--- src/rtl/student_sample_sequencer_pkg.sv ---
// Shared types for the FIR sample delay-line controller.
// Holds the sample type, sequencer state names and tap-index width helper.
package student_fir_pkg;

    localparam int SampleW = 16;

    typedef logic [SampleW-1:0] sample_t;

    typedef enum logic [1:0] {
        CLEAR = 2'd0,
        IDLE  = 2'd1,
        READ  = 2'd2,
        DRAIN = 2'd3
    } seq_state_e;

    // Tap index needs at least one bit even for a single-tap filter.
    function automatic int tap_idx_width(input int n);
        return (n <= 2) ? 1 : $clog2(n);
    endfunction

endpackage

--- src/rtl/student_sample_sequencer_if.sv ---
// Valid/ready sample handshake into the delay-line controller.
// master: producer drives valid/data; slave: controller drives ready.
interface student_sample_sequencer_if #(
    parameter int DataSize = 16
) ();

    logic                valid;
    logic                ready;
    logic [DataSize-1:0] data;

    modport master (
        output valid,
        output data,
        input  ready
    );

    modport slave (
        input  valid,
        input  data,
        output ready
    );

endinterface

--- src/rtl/student_sample_sequencer.sv ---
// FIR delay-line controller: writes each accepted sample to a circular
// pointer in an external dual-port RAM, then streams the NumTaps newest
// samples (newest first) with tap index and last flag; zero-fills the
// RAM after reset or on request.
// Ports: clk_i, rst_i (sync, active-high), clear_i, sample (slave
// handshake), RAM port A (ena/wea/addra/dia), RAM port B (enb/addrb/dob),
// tap stream (valid/data/idx/last), busy_o.
module student_sample_sequencer
    import student_fir_pkg::*;
#(
    parameter int AddrWidth = 10,
    parameter int DataSize  = 16,
    parameter int NumTaps   = 64,
    localparam int TapIdxW  = tap_idx_width(NumTaps)
) (
    input  logic                 clk_i,
    input  logic                 rst_i,
    input  logic                 clear_i,
    student_sample_sequencer_if.slave sample,
    output logic                 ram_ena_o,
    output logic                 ram_wea_o,
    output logic [AddrWidth-1:0] ram_addra_o,
    output logic [DataSize-1:0]  ram_dia_o,
    output logic                 ram_enb_o,
    output logic [AddrWidth-1:0] ram_addrb_o,
    input  logic [DataSize-1:0]  ram_dob_i,
    output logic                 tap_valid_o,
    output logic [DataSize-1:0]  tap_data_o,
    output logic [TapIdxW-1:0]   tap_idx_o,
    output logic                 tap_last_o,
    output logic                 busy_o
);

    localparam int Depth = 1 << AddrWidth;

    localparam logic [1:0] ST_CLEAR = CLEAR;
    localparam logic [1:0] ST_IDLE  = IDLE;
    localparam logic [1:0] ST_READ  = READ;
    localparam logic [1:0] ST_DRAIN = DRAIN;

    localparam logic [TapIdxW-1:0] KLast = TapIdxW'(NumTaps - 1);

    if (AddrWidth < 1 || AddrWidth > 30) begin : g_bad_aw
        $error("AddrWidth out of range");
    end

    if (NumTaps < 1 || NumTaps > Depth) begin : g_bad_taps
        $error("NumTaps must be within 1..2**AddrWidth");
    end

    logic [1:0]           state;
    logic [AddrWidth-1:0] wptr;
    logic [AddrWidth-1:0] clr_cnt;
    logic [TapIdxW-1:0]   rd_cnt;

    logic                 tap_valid_q;
    logic [TapIdxW-1:0]   tap_idx_q;
    logic                 tap_last_q;

    logic                 ready;
    logic                 rd_issue;
    logic                 rd_final;

    assign rd_issue = (state == ST_READ);
    assign rd_final = rd_issue && (rd_cnt == KLast);

    always_ff @(posedge clk_i) begin
        if (rst_i) begin
            state       <= ST_CLEAR;
            wptr        <= '0;
            clr_cnt     <= '0;
            rd_cnt      <= '0;
            tap_valid_q <= 1'b0;
            tap_idx_q   <= '0;
            tap_last_q  <= 1'b0;
        end else begin
            // Issue-cycle tap tags, aligned with the RAM's read latency.
            tap_valid_q <= rd_issue;
            tap_idx_q   <= rd_issue ? rd_cnt : '0;
            tap_last_q  <= rd_final;

            unique case (state)
                ST_CLEAR: begin
                    clr_cnt <= clr_cnt + AddrWidth'(1);
                    if (clr_cnt == '1) begin
                        state <= ST_IDLE;
                        wptr  <= '0;
                    end
                end
                ST_IDLE: begin
                    if (sample.valid) begin
                        state  <= ST_READ;
                        rd_cnt <= '0;
                    end else if (clear_i) begin
                        state   <= ST_CLEAR;
                        clr_cnt <= '0;
                    end
                end
                ST_READ: begin
                    if (rd_final) begin
                        state <= ST_DRAIN;
                    end else begin
                        rd_cnt <= rd_cnt + TapIdxW'(1);
                    end
                end
                ST_DRAIN: begin
                    wptr  <= wptr + AddrWidth'(1);
                    state <= ST_IDLE;
                end
                default: begin
                    state   <= ST_CLEAR;
                    clr_cnt <= '0;
                end
            endcase
        end
    end

    // All strobes are forced low while reset is held, so the external
    // RAM sees no stray write in the cycle reset is first asserted.
    always_comb begin
        ready       = 1'b0;
        ram_ena_o   = 1'b0;
        ram_wea_o   = 1'b0;
        ram_addra_o = '0;
        ram_dia_o   = '0;
        ram_enb_o   = 1'b0;
        ram_addrb_o = '0;
        if (!rst_i) begin
            unique case (state)
                ST_CLEAR: begin
                    ram_ena_o   = 1'b1;
                    ram_wea_o   = 1'b1;
                    ram_addra_o = clr_cnt;
                end
                ST_IDLE: begin
                    ready = 1'b1;
                    if (sample.valid) begin
                        ram_ena_o   = 1'b1;
                        ram_wea_o   = 1'b1;
                        ram_addra_o = wptr;
                        ram_dia_o   = sample.data;
                    end
                end
                ST_READ: begin
                    // Newest first; wraps to the top of the RAM.
                    ram_enb_o   = 1'b1;
                    ram_addrb_o = wptr - AddrWidth'(rd_cnt);
                end
                default: begin
                    ram_enb_o = 1'b0;
                end
            endcase
        end
    end

    assign sample.ready = ready;

    assign tap_valid_o = tap_valid_q && !rst_i;
    assign tap_idx_o   = rst_i ? '0 : tap_idx_q;
    assign tap_last_o  = tap_last_q && !rst_i;
    assign tap_data_o  = rst_i ? '0 : ram_dob_i;
    assign busy_o      = !rst_i && (state != ST_IDLE);

endmodule

--- src/flat_wrapper.sv ---
// flat-port wrapper written by rule: the top's interface ports become plain ports
module student_sample_sequencer_flat import student_fir_pkg::*;
#(
    parameter int AddrWidth = 10,
    parameter int DataSize  = 16,
    parameter int NumTaps   = 64,
    localparam int TapIdxW  = tap_idx_width(NumTaps)
)
  (clk_i, rst_i, clear_i, ram_ena_o, ram_wea_o, ram_addra_o, ram_dia_o, ram_enb_o, ram_addrb_o, ram_dob_i, tap_valid_o, tap_data_o, tap_idx_o, tap_last_o, busy_o, sample_valid, sample_data, sample_ready);
  student_sample_sequencer_if #(.DataSize(DataSize)) sample_i ();
  input  logic clk_i;
  input  logic rst_i;
  input  logic clear_i;
  output logic ram_ena_o;
  output logic ram_wea_o;
  output logic [AddrWidth-1:0] ram_addra_o;
  output logic [DataSize-1:0] ram_dia_o;
  output logic ram_enb_o;
  output logic [AddrWidth-1:0] ram_addrb_o;
  input  logic [DataSize-1:0] ram_dob_i;
  output logic tap_valid_o;
  output logic [DataSize-1:0] tap_data_o;
  output logic [TapIdxW-1:0] tap_idx_o;
  output logic tap_last_o;
  output logic busy_o;
  input wire logic [$bits(sample_i.valid)-1:0] sample_valid;
  input wire logic [$bits(sample_i.data)-1:0] sample_data;
  output wire logic [$bits(sample_i.ready)-1:0] sample_ready;
  assign sample_i.valid = sample_valid;
  assign sample_i.data = sample_data;
  assign sample_ready = sample_i.ready;
  student_sample_sequencer #(.AddrWidth(AddrWidth), .DataSize(DataSize), .NumTaps(NumTaps)) u_core (.clk_i(clk_i), .rst_i(rst_i), .clear_i(clear_i), .sample(sample_i), .ram_ena_o(ram_ena_o), .ram_wea_o(ram_wea_o), .ram_addra_o(ram_addra_o), .ram_dia_o(ram_dia_o), .ram_enb_o(ram_enb_o), .ram_addrb_o(ram_addrb_o), .ram_dob_i(ram_dob_i), .tap_valid_o(tap_valid_o), .tap_data_o(tap_data_o), .tap_idx_o(tap_idx_o), .tap_last_o(tap_last_o), .busy_o(busy_o));
endmodule
--- config.mk ---
export PLATFORM = sky130hd
export DESIGN_NAME = student_sample_sequencer_flat
export DESIGN_NICKNAME = d
export VERILOG_FILES = /design/src/rtl/student_sample_sequencer_pkg.sv /design/src/rtl/student_sample_sequencer_if.sv /design/src/rtl/student_sample_sequencer.sv /design/src/flat_wrapper.sv
export SDC_FILE = /design/constraint.sdc
export NUM_CORES = 1
export LEC_CHECK = 0
export ABC_AREA = 1
export BUFFER_PORTS_ARGS = -buffer_cell sky130_fd_sc_hd__buf_2
export CAP_MARGIN = 20
export CORE_MARGIN = 3
export CORE_UTILIZATION = 50
export CTS_CLUSTER_SIZE = 25
export DETAILED_ROUTE_END_ITERATION = 6
export PLACE_DENSITY = 0.8
export SLEW_MARGIN = 0
export SYNTH_ARGS = -nofsm -noshare
export SYNTH_HDL_FRONTEND = slang
export SYNTH_SLANG_ARGS = --single-unit
--- constraint.sdc ---
create_clock -name clk_i -period 2.5 [get_ports clk_i]
set_clock_uncertainty 0.15 [all_clocks]
set_input_delay 0.5 -clock clk_i [delete_from_list [all_inputs] [get_ports clk_i]]
set_output_delay 0.5 -clock clk_i [all_outputs]
set_load 0.02 [all_outputs]
Word-level counts from Yosys, hierarchy flattened
Index checks and enable logic that the tools add are counted.
- muxes and demuxes: 30
- bitwise gates (word level): 1
- reductions and logical operators: 14
- add/subtract/negate cells: 4
- equal/unequal tests: 13
- operators by type and width (cell ; number):
    two-way mux 10 bit ; 7
    two-way mux 16 bit ; 4
    one-hot mux 10 bit (2 select lines) ; 3
    adder 10 x 1 -> 10 bit (second input constant) ; 2
    two-way mux 6 bit ; 3
    one-hot mux 6 bit (2 select lines) ; 1
    equality test 10 bit (second input constant) ; 1
    != test 2 bit (second input constant) ; 5
    subtractor 10 x 6 -> 10 bit ; 1
    AND reduction 3 bit ; 3
    two-way mux 2 bit ; 4
    one-hot mux 2 bit (4 select lines) ; 1
    adder 6 x 1 -> 6 bit (second input constant) ; 1
    equality test 6 bit (second input constant) ; 1
    two-way mux 1 bit ; 6
    nonzero test 2 bit ; 3
    equality test 2 bit (second input constant) ; 2
    logical AND 1 bit ; 4
    != test 2 x 1 -> 1 bit (second input constant) ; 2
    != test 3 bit (second input constant) ; 1
    equality test 2 x 1 -> 1 bit (second input constant) ; 1
    logical NOT 2 bit ; 1
    one-hot mux 1 bit (2 select lines) ; 1
    AND reduction 2 bit ; 1
    other kinds (3) ; 3
- word-level logic and storage cells: 69
- output and inout bits: 65
- bits in registers: 36

Depth between registers and ports, before layout
Gate-level depths: netlist of run 1.
- depth in word-level cells: 4
- gate-level depth with buffers: 12
- mapped depth without buffers: 12

Worst setup path before layout of run 1
OpenSTA, ideal clock, no wires.
- kind: flip-flop to output port
- start: reg u_core.state[1]
- end: out ram_dia_o[10]
- data required time: 1.850 ns
- cell stages (with the launch flop): 8
- slack: 0.132 ns
- arrival: 1.718 ns
- buffers on the path: 1
- path through: dfxtp_1 -> inv_1 -> ha_1 -> inv_1 -> nor2_1 -> nand2_1 -> buf_2 -> nor2_1
- word-level cells in the longest chain between the ends: 3
- RTL lines (item ; RTL line ; text):
    start: declaration ; student_sample_sequencer.sv:51 ; logic [1:0] state;
    start signal: assignment ; student_sample_sequencer.sv:69 ; state <= ST_CLEAR;
    start signal: assignment ; student_sample_sequencer.sv:86 ; state <= ST_IDLE;
    start signal: assignment ; student_sample_sequencer.sv:92 ; state <= ST_READ;
    equality test 2 x 1 -> 1 bit ; student_sample_sequencer.sv:129 ; unique case (state)
    two-way mux 16 bit ; student_sample_sequencer.sv:129 ;
    two-way mux 16 bit ; student_sample_sequencer.sv:128 ; if (!rst_i) begin
    end: declaration ; flat_wrapper.sv:17 ; output logic [DataSize-1:0] ram_dia_o;
No other way between the ends.

Final worst setup path of run 1
- start: reg u_core.wptr[0]
- end: out ram_addrb_o[8]
- word-level cells in the longest chain between the ends: 3
- RTL lines (item ; RTL line ; text):
    start: declaration ; student_sample_sequencer.sv:52 ; logic [AddrWidth-1:0] wptr;
    start signal: assignment ; student_sample_sequencer.sv:107 ; wptr <= wptr + AddrWidth'(1);
    subtractor 10 x 6 -> 10 bit ; student_sample_sequencer.sv:147 ; ram_addrb_o = wptr - AddrWidth'(rd_cnt);
    two-way mux 10 bit ; student_sample_sequencer.sv:129 ;
    two-way mux 10 bit ; student_sample_sequencer.sv:128 ;
    end: declaration ; flat_wrapper.sv:19 ; output logic [AddrWidth-1:0] ram_addrb_o;
No other way between the ends.

==> flow_summary.yaml, run 1 <==
run_status:
  status: "complete, but fails checks"
  violations: "setup timing"
layout:
  antenna_cells: 0
  drive_gt1_share_pct: 31.38
  finalNetCount: 646
  num-fill-cells: 463
  final_util_pct: 70.68
  area_growth_pct: 33.02
cts:
  cts_tree: "built"
  cts_buffers: 5
  path_clk_slew_ps: 80
  clock_latency_ps: 290
  ctsHoldBuffers: 0
  htree_levels: 2
  root_buffer: "clkbuf_8"
  cts_buffer_depth: 2
  cts_sinks: 36
logic_synthesis:
  netlist.area_leader.share_pct: 25.74
  synthTopCellsByArea: "dfxtp_1, nand2_1, nor2_1"
  avgSynthCellArea_um2: 5.870
  ys_ff_latch: 36
  synth-seq-area-share_pct: 25.74
  syn_nets: 528
  ys.warnings.count: 0
  syn_inst: 477
  yosysTopAreaCell: "dfxtp_1"
  yosysUniqueCellTypes: 34
  syn-cell-area_um2: 2800
global_routing:
  use_met1_pct: 26.61
  grt_usage_pct: 22.16
  grt_max_degree: 28
  gr-max-usage-layer: "met2"
  grt_pass1_wl_mm: 11.85
  use_met2_pct: 41.46
  grt_pass1_vias: 2838
  grt-ovfl-total: 0
  antenna_found_initial: 0
  met3_usage_pct: 3.215
power_and_ir_drop:
  ir_drop_mv: 0.2710
  p_sw_share_pct: 26.41
  seq_power_share_pct: 50.3
  clkPwrFrac_pct: 39.0
  pwr-share-comb_pct: 10.8
  p_total_mw: 1.150
  power.density_nw_per_um2: 308.8
  p_int_uw: 846.5
  power_switching_uw: 303.8
  p_leak_nw: 1.935
job:
  maxCapViolCount: 0
worst_setup_path:
  worstSetupPathType: "reg2out"
  path_buf_inv: 3
  cp_slowest_stage_delay_ps: 350
  path_common_cell: "inv_2"
  cp_max_fo: 3
  cp.arrival_ps: 1880
  crit_family: "adder cells"
  worstPathRequired_ps: 1850
  worst_setup_path_start_kind: "register"
  path_depth: 11
  crit_chain: "inv_2 > ha_4 > fa_2 > inv_2 > nand3_2 > nand2_2 > nand4_1 > nand3_1 > nand2_1 > nor2_1 > buf_4"
  rr_worst_depth: 10
  slowest_stage: "fa_2"
  worst_setup_path_end_kind: "output pin"
die:
  fp.dieH_um: 80.84
  fp.dieW_um: 80.84
  ios: 101
  core_region_area_um2: 5270
  design.die.area_um2: 6534
  start_util_pct: 53.13
  fp-row-count: 26
sta:
  relSlewSlack_pct: 78.30
  setup_viol: 1
  final-max-slew-violation-count: 0
  period_share_pct: 101.4
  tightest_slew_ps: 325.1
  hold_viol: 0
  fin_tns_setup_ps: -34.29
  fin_ws_ps: -34.29
  rsz0062_at_grt: "true"
  min_period_ps: 2534
  fmax_mhz: 394.6
drt:
  via_per_inst: 4.814
  final_antenna_net_count: 0
  drtIter0Drc: 162
  detail_route.wl_per_cell_um: 11.36
  wl_mm: 7.567
  drtPass1Iterations: 4
  route.detailed.drc: 0
  vias: 3206
place:
  place_congestion: 0.8784
  port_buffers: 100
  dp_hpwl_mm: 5.757
worst_hold_path:
  hold_path.class: "reg2reg"
  hold_depth: 2
==> kinds of logic (layout without fill, tap and decap cells) <==
kind of cell,count (synthesis),in the layout,share of synthesized area (%)
and+or+nand+nor,264,264,40.08
AOI/OAI and AO/OA,58,58,11.35
buffers and inverters,102,221,15.19
DFF,36,36,25.74
muxes,1,1,0.3575
adders and majority gates,15,15,6.971
xor gates and xnor gates,1,1,0.3128
==> worst min-delay path: cells and delay by family (launching register included) <==
kind / cells / cell delay, ps
DFF: 1 / 360
buffers and inverters: 1 / 40
AOI/OAI and AO/OA: 1 / 70
==> per-layer routing <==
layer,routed length (um),up-vias
met5,0,-
met4,116,0
met3,372,10
met2,3792,74
met1,3286,1425
li1,-,1697
==> repair_timing <==
action / 4_1_cts / 5_1_grt
pin swaps: 2 / 9
gates cloned: 0 / 1
endpoints found under the setup margin: 8 / 30
setup buffers: 2 / 10
gates resized for setup: 17 / 31
==> layout by cell type, fill, tap and decap left out, types with 6 or more instances in the layout <==
master / instances
clkbuf_8: 6
dfxtp_2: 6
nor2_1: 87
a21oi_1: 31
inv_1: 78
nor2_2: 6
nand4_1: 7
nand2_1: 120
dfxtp_1: 28
buf_2: 94
ha_1: 8
buf_4: 27
inv_2: 10
o21ai_0: 10
nand3_1: 22
nand2_2: 7
==> synth_stat cells <==
| cell | n |
|---|---|
| nand4_1 | 7 |
| inv_1 | 84 |
| buf_4 | 2 |
| nand3_4 | 1 |
| nand3_2 | 2 |
| o21bai_1 | 3 |
| a21oi_2 | 1 |
| nor3b_1 | 1 |
| nand2_2 | 4 |
| nand3_1 | 23 |
| nor2_2 | 3 |
| nand2_4 | 1 |
| buf_2 | 6 |
| clkbuf_1 | 1 |
| fa_1 | 1 |
| ha_1 | 14 |
| and2_1 | 1 |
| nor2_1 | 90 |
| a211oi_1 | 1 |
| nor3_1 | 4 |
| nand2_1 | 124 |
| inv_2 | 6 |
| nor2_4 | 3 |
| buf_6 | 1 |
| o21ai_0 | 11 |
| dfxtp_1 | 36 |
| a21oi_1 | 35 |
| clkbuf_8 | 2 |
| mux2i_1 | 1 |
| xor2_1 | 1 |
| o21ai_1 | 4 |
| a31oi_1 | 1 |
| o22ai_1 | 1 |
| a21oi_4 | 1 |
==> power by group through the flow <==
stage	Sequential [mW]	Clock, mW	Combinational, mW
final	0.578	0.448	0.124
after global routing	0.579	0.478	0.136
after CTS	0.581	0.452	0.124
after detailed placement	0.594	0	0.123
after global placement	0.594	0	0.120
after floorplan	0.593	0	0.0740
==> final timing paths <==
| check | startpoint | slack (ps) | to |
|---|---|---|---|
| setup / recovery | u_core.wptr[0] | -30 | ram_addrb_o[8] |
| setup reg to reg | u_core.state[1] | 500 | u_core.rd_cnt[4] |
| hold / removal | u_core.rd_cnt[5] | 350 | u_core.rd_cnt[5] |
| hold reg to reg | u_core.rd_cnt[5] | 350 | u_core.rd_cnt[5] |
==> metrics by stage <==
step	hold slack, ps	setup slack, ps	cell area (um^2)	std cells
2_1_floorplan	318.8	131.9	2800	477
3_3_place_gp	336.0	168.6	3376	645
3_5_place_dp	355.0	116.5	3376	645
4_1_cts	366.0	-35.77	3560	655
5_1_grt	382.1	-214.3	3725	666
6_report	347.4	-34.29	3725	666
==> final cells by class <==
class                   count  area (um^2)  area share, %
clock inverters             2        15.01         0.4031
flip-flops and latches     36        735.7          19.75
well taps                  70        87.58          2.351
inverters                  90        344.1          9.237
clock buffers               6        82.58          2.217
multi-input cells         339         1768          47.46
repair inverters            1        7.507         0.2015
repair buffers            122        684.4          18.37
==> state kept, by name, summed over array words and instances, names as in the netlist <==
signal              flops
u_core.clr_cnt         10
u_core.rd_cnt           6
u_core.state            2
u_core.tap_idx_q        6
u_core.tap_last_q       1
u_core.tap_valid_q      1
u_core.wptr            10
No activity file was read; power rests on OpenSTA's default activity.
==> inputs of run 2 (changes only) <==
- CORE_UTILIZATION: 50 -> 46
- PLACE_DENSITY: 0.8 -> 0.78
- clock period: 2.5 -> 2.22 ns (I/O delays scaled with it)
==> run 2 against run 1 <==
The flow still finishes with violations (setup timing). Largest cell class unchanged. Clock-buffer cell count decreased by 1. Setup slack lost 250 ps. Critical path depth unchanged. First-iteration DRC count shrank 10%. Combinational power increased by 18%. Design area increased by 10%. Register-to-register slack worse by 240 ps.
==> flow_summary.yaml, run 2 (same netlist as run 1, synthesis figures left out) <==
run_status:
  status: "complete, but fails checks"
  violations: "setup timing"
drt:
  drtIter0Drc: 145
  drtPass1Iterations: 5
  wl_mm: 8.567
  vias: 3397
  detail_route.wl_per_cell_um: 12.45
  route.detailed.drc: 0
  via_per_inst: 4.938
  final_antenna_net_count: 0
worst_setup_path:
  rr_worst_depth: 11
  r2r_slack_ps: 260
  crit_chain: "inv_2 > ha_4 > fa_2 > inv_2 > nand3_2 > nand2_2 > buf_4 > buf_6 > o21ai_2 > a21oi_2 > buf_4"
  timing.rr.start: "u_core.state[0]"
  crit_path_end: "ram_addrb_o[4]"
  crit_family: "adder cells"
  cp-startpoint: "u_core.wptr[0]"
  worst_setup_path_start_kind: "register"
  worstReg2RegEnd: "u_core.rd_cnt[4]"
  slowest_stage: "fa_2"
  cp_max_fo: 2
  worst_setup_path_end_kind: "output pin"
  path_buf_inv: 5
  worstSetupPathType: "reg2out"
  worstPathRequired_ps: 1630
  path_depth: 11
  cp.arrival_ps: 1910
  cp_slowest_stage_delay_ps: 350
layout:
  drive_gt1_share_pct: 37.18
  layout.cells.most_common_list: "nand2_1, nor2_1, buf_2"
  finalNetCount: 666
  layout_commonest_cell: "nand2_1"
  area_growth_pct: 46.87
  reg.largest.list: "u_core.clr_cnt: 10 flops, u_core.wptr: 10 flops"
  antenna_cells: 0
  num-fill-cells: 482
place:
  place_congestion: 0.8981
  dp_hpwl_mm: 5.942
  port_buffers: 100
  post-place-ws_ps: -149.9
die:
  fp.dieH_um: 84.02
  start_util_pct: 49.05
  core_region_area_um2: 5709
  fp-row-count: 27
  fp.dieW_um: 84.02
  ios: 101
  design.die.area_um2: 7059
global_routing:
  grt_usage_pct: 22.52
  grt-ovfl-total: 0
  grt_pass1_wl_mm: 13.43
  grt_pass1_vias: 3068
  grt_max_degree: 26
  antenna_found_initial: 0
sta:
  relSlewSlack_pct: 79.88
  min_period_ps: 2507
  fmax_mhz: 398.8
  final-max-slew-violation-count: 0
  rsz0062_at_grt: "true"
  hold_viol: 0
  fin_ws_ps: -287.4
  setup_viol: 8
  tightest_slew_ps: 299.5
  holdWs_ps: 359.2
  period_share_pct: 112.9
power_and_ir_drop:
  pwr-share-comb_pct: 10.4
  clkPwrFrac_pct: 43.4
  p_int_mw: 1.042
  ir_drop_mv: 0.2618
  power_switching_uw: 366.1
  p_sw_share_pct: 25.99
  seq_power_share_pct: 46.2
  p_leak_nw: 2.082
  power.density_nw_per_um2: 342.5
cts:
  cts_sinks: 36
  cts_buffers: 5
  cts_tree: "built"
  root_buffer: "clkbuf_8"
  path_clk_slew_ps: 80
  cts_buffer_depth: 2
  htree_levels: 2
  clock_latency_ps: 300
job:
  maxCapViolCount: 0
worst_hold_path:
  hold_path.class: "reg2reg"
[run 2: cell count changes in the layout (fill, tap and decap cells not counted), moves of 4 or more]
| cell | previous run | this run |
|---|---|---|
| nor2_2 | 6 | 10 |
| ha_4 | 5 | 9 |
| nor2_1 | 87 | 79 |
| nand2_4 | 2 | 6 |
| buf_2 | 94 | 74 |
| buf_6 | 1 | 7 |
| nor2_4 | 3 | 7 |
| inv_1 | 78 | 72 |
| buf_4 | 27 | 59 |
[run 2: area by class of cell]
class                      count  area (um^2)  area share, %
timing repair buffer         141        912.1          22.18
inverter                      90        352.8          8.579
multi-input combinational    340         1901          46.21
timing repair inverter         1        7.507         0.1825
clock inverter                 3        46.29          1.126
sequential                    36        734.5          17.86
tap                           72        90.09          2.190
clock buffer                   5        68.82          1.673
[run 2: repair_timing]
item	CTS	global route
gates cloned	1	1
resized for setup	54	58
buffers inserted	10	13
hold buffers	0	0
pin swaps	8	15
setup endpoints to repair	37	38
[run 2: through the flow]
| step | util [%] | total power, mW | std cells | cell area [um^2] | TNS, ps |
|---|---|---|---|---|---|
| finish | 72.04 | 1.408 | 688 | 4113 | -1335 |
| floorplan | - | 0.7516 | 477 | 2814 | -8.737 |
| global placement | 60.73 | 0.8069 | 657 | 3467 | -143.7 |
| global route | 72.04 | 1.456 | 688 | 4113 | -2685 |
| CTS | 67.32 | 1.412 | 676 | 3844 | -1139 |
| detailed placement | 60.73 | 0.8105 | 657 | 3467 | -209.0 |
[run 2: worst register-to-register path: cells and delay by family, from the launching register on]
kind,cells,cell delay [ps]
adder cells (fa/ha/maj),1,170
flip-flops,1,380
AND/OR/NAND/NOR,6,610
buffers and inverters,4,560
[run 2: power by group through the flow]
stage,combinational [mW],clock (mW),sequential (mW)
2_1_floorplan,0.0833,0,0.668
3_3_place_gp,0.138,0,0.669
3_5_place_dp,0.141,0,0.669
4_1_cts,0.144,0.616,0.653
5_1_grt,0.161,0.643,0.652
6_report,0.146,0.611,0.651
[run 2: how the worst min path moves through the flow]
stage,slack [ps],cells after the start,endpoint,from
floorplan,320,2,u_core.wptr[9],u_core.wptr[9]
global placement,320,2,u_core.tap_idx_q[2],u_core.rd_cnt[2]
detailed placement,340,2,u_core.tap_idx_q[2],u_core.rd_cnt[2]
CTS,350,2,u_core.tap_idx_q[2],u_core.rd_cnt[2]
global route,400,2,u_core.wptr[9],u_core.wptr[9]
finish,360,2,u_core.wptr[9],u_core.wptr[9]
[run 2: metal layers]
layer	GRT usage [%]	routed length, um	part of all wire (%)	vias to the layer above
li1	-	-	-	1742
met1	26.39	3544	41	1552
met2	40.96	4469	52	87
met3	4.936	420	4.9	16
met4	5.848	133	1.6	0
met5	0	0	0	-
